$ cat src/rtl/pipe_pkg.sv
// Shared definitions for the pipeline stage registers.
package pipe_pkg;

  // Stage-register control state: normal flow, or holding for the multi-cycle FPU.
  typedef enum logic {
    RUN      = 1'b0,
    FPU_WAIT = 1'b1
  } stage_state_t;

  // Default widths shared by all stage registers.
  localparam int unsigned DEF_DATA_W = 32;
  localparam int unsigned DEF_REG_W  = 5;

endpackage

$ cat src/rtl/fpu_wait_ctrl.sv
// FPU interlock control: RUN/FPU_WAIT state machine, timeout counter and sticky timeout error.
module fpu_wait_ctrl
  import pipe_pkg::*;
#(
  parameter int unsigned FPU_TIMEOUT = 64
) (
  input  logic         clk,
  input  logic         reset,
  input  logic         i_start,
  input  logic         i_done,
  input  logic         i_stall,
  input  logic         i_flush,
  output stage_state_t o_state,
  output logic         o_capture_en,
  output logic         o_take_fpu_result,
  output logic         o_timeout_abort,
  output logic         o_timeout_err
);

  localparam int unsigned CNT_W = (FPU_TIMEOUT > 1) ? $clog2(FPU_TIMEOUT) : 1;
  localparam logic [CNT_W-1:0] LAST_CNT = CNT_W'(FPU_TIMEOUT - 1);

  stage_state_t     r_state;
  stage_state_t     w_state_nxt;
  logic [CNT_W-1:0] r_cnt;
  logic [CNT_W-1:0] w_cnt_nxt;
  logic             r_timeout_err;

  // State, counter and sticky error registers.
  always_ff @(posedge clk) begin
    if (reset) begin
      r_state       <= RUN;
      r_cnt         <= '0;
      r_timeout_err <= 1'b0;
    end else begin
      r_state       <= w_state_nxt;
      r_cnt         <= w_cnt_nxt;
      r_timeout_err <= r_timeout_err | o_timeout_abort;
    end
  end

  // Next-state and stage-control decode; stall/flush only matter in RUN.
  always_comb begin
    w_state_nxt       = r_state;
    w_cnt_nxt         = r_cnt;
    o_capture_en      = 1'b0;
    o_take_fpu_result = 1'b0;
    o_timeout_abort   = 1'b0;
    case (r_state)
      RUN: begin
        if (!i_flush && !i_stall) begin
          o_capture_en = 1'b1;
          if (i_start) begin
            w_state_nxt = FPU_WAIT;
            w_cnt_nxt   = '0;
          end
        end
      end
      FPU_WAIT: begin
        if (i_done) begin
          o_take_fpu_result = 1'b1;
          w_state_nxt       = RUN;
        end else if (r_cnt == LAST_CNT) begin
          o_timeout_abort = 1'b1;
          w_state_nxt     = RUN;
        end else begin
          w_cnt_nxt = r_cnt + 1'b1;
        end
      end
      default: w_state_nxt = RUN;
    endcase
  end

  assign o_state       = r_state;
  assign o_timeout_err = r_timeout_err;

endmodule

$ cat src/rtl/exmem_stage_reg.sv
// EX->MEM pipeline stage register with valid bit, stall/flush and FPU interlock.
module exmem_stage_reg
  import pipe_pkg::*;
#(
  parameter int unsigned DATA_W      = DEF_DATA_W,
  parameter int unsigned REG_W       = DEF_REG_W,
  parameter int unsigned CTRL_W      = 8,
  parameter int unsigned FPU_TIMEOUT = 64
) (
  input  logic              clk,
  input  logic              reset,
  input  logic              e_valid,
  input  logic [DATA_W-1:0] e_alu_result,
  input  logic [DATA_W-1:0] e_write_data,
  input  logic [REG_W-1:0]  e_rd,
  input  logic [DATA_W-1:0] e_pc_plus4,
  input  logic [CTRL_W-1:0] e_ctrl,
  input  logic              e_fpu_start,
  input  logic              stall_i,
  input  logic              flush_i,
  input  logic              fpu_done_i,
  input  logic [DATA_W-1:0] fpu_result_i,
  output logic              m_valid,
  output logic [DATA_W-1:0] m_alu_result,
  output logic [DATA_W-1:0] m_write_data,
  output logic [REG_W-1:0]  m_rd,
  output logic [DATA_W-1:0] m_pc_plus4,
  output logic [CTRL_W-1:0] m_ctrl,
  output logic              m_fpu_start,
  output logic              m_commit,
  output logic              stall_upstream_o,
  output logic              fpu_timeout_o
);

  stage_state_t      w_state;
  logic              w_start;
  logic              w_capture_en;
  logic              w_take_fpu_result;
  logic              w_timeout_abort;
  logic              w_timeout_err;

  logic              r_valid;
  logic [DATA_W-1:0] r_alu_result;
  logic [DATA_W-1:0] r_write_data;
  logic [REG_W-1:0]  r_rd;
  logic [DATA_W-1:0] r_pc_plus4;
  logic [CTRL_W-1:0] r_ctrl;
  logic              r_fpu_start;

  assign w_start = e_valid & e_fpu_start;

  fpu_wait_ctrl #(
    .FPU_TIMEOUT (FPU_TIMEOUT)
  ) u_ctrl (
    .clk               (clk),
    .reset             (reset),
    .i_start           (w_start),
    .i_done            (fpu_done_i),
    .i_stall           (stall_i),
    .i_flush           (flush_i),
    .o_state           (w_state),
    .o_capture_en      (w_capture_en),
    .o_take_fpu_result (w_take_fpu_result),
    .o_timeout_abort   (w_timeout_abort),
    .o_timeout_err     (w_timeout_err)
  );

  // Stage data flops: capture, flush bubble, FPU result write-back and timeout drop.
  always_ff @(posedge clk) begin
    if (reset) begin
      r_valid      <= 1'b0;
      r_alu_result <= '0;
      r_write_data <= '0;
      r_rd         <= '0;
      r_pc_plus4   <= '0;
      r_ctrl       <= '0;
      r_fpu_start  <= 1'b0;
    end else begin
      // Start pulse only on a fresh capture, so a stall never repeats it.
      r_fpu_start <= w_capture_en & w_start;
      if (w_capture_en) begin
        r_valid      <= e_valid;
        r_alu_result <= e_alu_result;
        r_write_data <= e_write_data;
        r_rd         <= e_rd;
        r_pc_plus4   <= e_pc_plus4;
        r_ctrl       <= e_ctrl;
      end else if (w_state == RUN && flush_i) begin
        r_valid <= 1'b0;
      end
      if (w_take_fpu_result) begin
        r_alu_result <= fpu_result_i;
      end
      if (w_timeout_abort) begin
        r_valid <= 1'b0;
      end
    end
  end

  assign m_valid          = r_valid;
  assign m_alu_result     = r_alu_result;
  assign m_write_data     = r_write_data;
  assign m_rd             = r_rd;
  assign m_pc_plus4       = r_pc_plus4;
  assign m_ctrl           = r_ctrl;
  assign m_fpu_start      = r_fpu_start;
  assign m_commit         = r_valid && (w_state == RUN);
  assign stall_upstream_o = (w_state == FPU_WAIT);
  assign fpu_timeout_o    = w_timeout_err;

endmodule

$ cat config.mk
export PLATFORM = sky130hd
export DESIGN_NAME = exmem_stage_reg
export DESIGN_NICKNAME = d
export VERILOG_FILES = /design/src/rtl/pipe_pkg.sv /design/src/rtl/fpu_wait_ctrl.sv /design/src/rtl/exmem_stage_reg.sv
export SDC_FILE = /design/constraint.sdc
export NUM_CORES = 1
export LEC_CHECK = 0
export ABC_CLOCK_PERIOD_IN_PS = 1900
export CORE_AREA = 10 10 120 122
export DETAILED_ROUTE_END_ITERATION = 10
export DIE_AREA = 0 0 130 132
export HOLD_SLACK_MARGIN = 0.08
export PLACE_DENSITY_LB_ADDON = 0.1
export SYNTH_ARGS = -nofsm -noshare
export SYNTH_HDL_FRONTEND = slang
export SYNTH_SLANG_ARGS = --single-unit
$ cat constraint.sdc
create_clock -name clk -period 1.9 [get_ports clk]
set_input_delay 0.19 -clock clk [delete_from_list [all_inputs] [get_ports clk]]
set_output_delay 0.19 -clock clk [all_outputs]
set_load 0.02 [all_outputs]
Yosys cells after proc, flatten, opt, wreduce, memory -nomap -nowiden
Index checks and enable logic that the tools add are counted.
- register bits after elaboration: 119
- output and inout port bits: 114
- word-level logic and storage cells: 50
- bits of input ports: 148
- reduce and logical (&&, ||, !) cells: 9
- add/sub/neg operators: 1
- bitwise logic cells: 4
- equality and inequality tests: 5
- muxes and demuxes: 21
- operator list (cell ; count):
    two-way mux 32 bit ; 2
    two-way mux 6 bit ; 4
    two-way mux 1 bit ; 13
    one-hot mux 6 bit (2 select lines) ; 1
    adder 6 x 1 -> 6 bit (second input constant) ; 1
    == test 6 bit (second input constant) ; 1
    != test 2 bit (second input constant) ; 3
    AND reduction 4 bit ; 1
    nonzero test 2 bit ; 2
    logical AND 1 bit ; 3
    bitwise AND 1 bit ; 2
    logical NOT 1 bit ; 2
    != test 2 x 1 -> 1 bit (second input constant) ; 1
    one-hot mux 1 bit (2 select lines) ; 1
    OR reduction 2 bit ; 1
    NOT 1 bit ; 1
    OR 1 bit ; 1

Depth between registers and ports, before layout
- word-level depth: 6
- depth in mapped cells: 5
- mapped depth without buffers: 5

Modules after synthesis
A second synthesis with hierarchy kept.
- cell total of the unflattened synthesis: 444
- area, all modules: 4772.1 µm²
- modules (own cells, without submodules) (module ; area each (µm²) ; sequential area each (µm²) ; cells each ; instances):
    exmem_stage_reg ; 4361.7 ; 2222.1 ; 397 ; 1
    fpu_wait_ctrl ; 410.4 ; 160.2 ; 47 ; 1

Worst setup path before layout
Ideal clock, no wire load.
- kind: register to register
- start: reg u_ctrl.r_state, in the netlist u_ctrl.o_state
- end: reg r_ctrl[4], in the netlist m_ctrl[4]
- setup time: 0.132 ns
- stages on the path, launching flop included: 6
- arrival time: 1.277 ns
- required time: 1.768 ns
- buffers on the path: 2
- period minus slack after synthesis: 1.410 ns
- slack: 0.490 ns
- path through: dfxtp_1 > or3_1 > buf_2 > clkbuf_1 > nand2_1 > a21oi_1
- longest elaborated chain between the ends: 1
- ends and longest elaborated chain (element ; line ; RTL):
    start: declaration ; fpu_wait_ctrl.sv:23 ; stage_state_t r_state;
    start signal: assignment ; fpu_wait_ctrl.sv:36 ; r_state <= w_state_nxt;
    two-way mux 1 bit ; fpu_wait_ctrl.sv:49 ; case (r_state)
    end signal: assignment ; exmem_stage_reg.sv:87 ; r_ctrl <= e_ctrl;
    end: declaration ; exmem_stage_reg.sv:47 ; logic [CTRL_W-1:0] r_ctrl;
No other way between the ends.
A chain may end at the register's enable or synchronous reset.

Worst setup path in the final report
- start: reg r_valid, in the netlist m_valid
- end: out m_commit
- longest elaborated chain between the ends: 1
- ends and longest elaborated chain (element ; line ; RTL):
    start: declaration ; exmem_stage_reg.sv:42 ; logic r_valid;
    start signal: assignment ; exmem_stage_reg.sv:82 ; r_valid <= e_valid;
    logical AND 1 bit ; exmem_stage_reg.sv:107 ; assign m_commit = r_valid && (w_state == RUN);
    end: declaration ; exmem_stage_reg.sv:30 ; output logic m_commit,
No other way between the ends.

==> metrics.yaml <==
status:
  status: "completed"
timing:
  setup_violations: 0
  timing.slew.headroom: 0.648
  rsz0062_at_grt: "no"
  post-route-period-util: 0.952
  layout_setup_ws_ps: 90.4
  fin_skew_ps: 9.30
  worst_pin_slew_ps: 528
  max_freq_mhz: 553
  min_period_ps: 1810
  maxSlewViolCount: 0
  timing.setup.tns_ps: 0
  hold_violations: 0
global_route:
  grt_max_degree: 84
  grt_pass1_vias: 4691
  track_usage: 0.186
  overflow: 0
  antenna_found_initial: 0
  grt_pass1_wl_um: 25300
place:
  dpl.hpwl_um: 12300
  dp_slack_ps: 91.1
  globalplace.congestion: 0.800
  port_buffers: 261
  detailed_place.area_um2: 7270
critical_path:
  cp-start-kind: "flip-flop"
  r2r-end: "u_ctrl.o_state"
  r2r_setup_slack_ps: 330
  crit_arrival_ps: 1620
  end_kind: "output pin"
  cp.required_ps: 1710
  reg2reg_from: "u_ctrl.r_cnt[0]"
  crit_type: "reg2out"
  cp_max_fo: 3
  r2r_cells: 5
hold_path:
  min_path_cells: 2
  hp-class: "in2reg"
  holdPathEnd: "u_ctrl.o_timeout_err"
  min_from: "reset"
power:
  ir_drop_uv: 533
  power.internal_mw: 5.19
  powerDensity_nw_per_um2: 860
  swShare: 0.230
  share_seq_of_total_power: 0.397
  switchingPower_mw: 1.55
  total_power_mw: 6.73
  combPwrFrac: 0.152
  power_frac_clock: 0.451
  p_leak_nw: 2.85
routing:
  drt_wl_total_um: 16600
  vias: 4846
  wl_per_cell_um: 17.0
  vias_per_cell: 4.97
  firstDrtPassIters: 4
  dr.first_iter.drc_count: 311
  drc: 0
  antenna_left: 0
logic_synthesis:
  netlist-cell-type-count: 33
  yosys_register_bits: 119
  ys_warn_count: 0
  synth.avg_cell_area_um2: 7.88
  syn_inst: 571
  synth_top_area_frac: 0.529
  synth_edf_count: 0
  synthFlopType: "dfxtp_1"
  async_flop_share: 0
  netlist_top_cells_area: "dfxtp_1 53%, nand2_1 19%, a21oi_1 9.3%"
  synth_largest_area_cell: "dfxtp_1"
  syn_nets: 720
  syn-cell-area_um2: 4500
  ys_seq_area_frac: 0.529
floorplan:
  core_um2: 11900
  die_w_um: 130
  pin_count: 262
  die_area_um2: 17200
  initial_core_util: 0.378
  die_y_um: 132
  rows: 40
clock_tree:
  post-cts-setup-buffers: 0
  cts.root.buffer_cell: "clkbuf_16"
  cts_tree: "built"
  cts_resized: 0
  cts.clk_slew.worst_paths_ps: 50
  htree_levels: 4
  numCtsBuffers: 17
  ctsHoldBuffers: 0
  numClockSinks: 119
  clk_latency_ps: 410
  clock_tree.buffer_depth: 2
finish:
  nNetsFinal: 968
  layout-drive-gt1-share: 0.0519
  layout_common_cells: "260 x clkdlybuf4s50_1, 224 x nand2_1, 119 x dfxtp_1"
  syn2layout_area_growth_pct: 73.9
  final_common_cell: "clkdlybuf4s50_1"
  final_area_um2: 7830
  diodes: 0
flow_run:
  maxCapViolations: 0
cells by family after synthesis:
family,synth area share
simple gates,0.240
compound gates,0.178
flops,0.529
buf+inv,0.0497
fa+ha+maj,0.00278
cell usage after synthesis, types with 2 or more instances:
| master | number |
|---|---|
| nand2_1 | 225 |
| dfxtp_1 | 119 |
| a21oi_1 | 84 |
| a311oi_1 | 33 |
| nor2_1 | 33 |
| clkbuf_1 | 22 |
| buf_2 | 17 |
| nor2b_1 | 4 |
| buf_6 | 3 |
| nor3_1 | 3 |
| a31oi_1 | 2 |
| and3_1 | 2 |
| buf_4 | 2 |
| nand2b_1 | 2 |
| nand3_1 | 2 |
final cells by class:
type,count,area [um^2]
well taps,147,184
multi-input cells,406,1910
flip-flops and latches,119,2380
clock inverters,4,70.1
inverters,1,3.75
clock buffers,25,485
repair buffers,274,2800
fillers,1032,4080
worst max-delay path by stage:
| stage | start | endpoint | slack, ps | cells after the start |
|---|---|---|---|---|
| 2_1_floorplan | u_ctrl.o_state | m_ctrl[4] | 490 | 5 |
| 3_3_place_gp | stall_i | m_write_data[30] | 170 | 5 |
| 3_5_place_dp | stall_i | m_write_data[10] | 90 | 5 |
| 4_1_cts | m_valid | m_commit | 70 | 2 |
| 5_1_grt | u_ctrl.o_state | m_commit | 50 | 2 |
| 6_report | m_valid | m_commit | 90 | 2 |
power by group through the flow:
stage               clock (mW)  sequential (mW)  combinational [mW]
finish                    3.03             2.68                1.02
global route              3.23             2.69                1.10
CTS                       3.10             2.68                1.04
detailed placement           0             2.73                1.03
global placement             0             2.72                1.02
floorplan                    0             2.86               0.256
stage by stage:
step	util	hold slack, ps	cells
after floorplan	-	326	571
final	0.657	252	976
after detailed placement	0.611	446	947
after CTS	0.657	238	976
after global routing	0.657	283	976
after global placement	0.611	441	947
critical path, stage by stage, from the launching register on:
cell	delay [ps]
dfxtp_1	370
nor2b_1	200
clkdlybuf4s50_1	640
registers in the layout, indices dropped and copies added, names as in the netlist:
signal,count
u_ctrl.r_cnt,6
u_ctrl.o_timeout_err,1
m_valid,1
u_ctrl.o_state,1
m_rd,5
m_fpu_start,1
m_ctrl,8
m_pc_plus4,32
m_alu_result,32
m_write_data,32
metal layers:
| layer | track usage | up-vias | wire length [um] |
|---|---|---|---|
| met5 | 0 | - | 0 |
| met4 | 0.0731 | 0 | 353 |
| li1 | - | 2407 | - |
| met2 | 0.302 | 193 | 7860 |
| met1 | 0.200 | 2222 | 6580 |
| met3 | 0.0925 | 24 | 1790 |
Power figures use the tool's default switching activity.
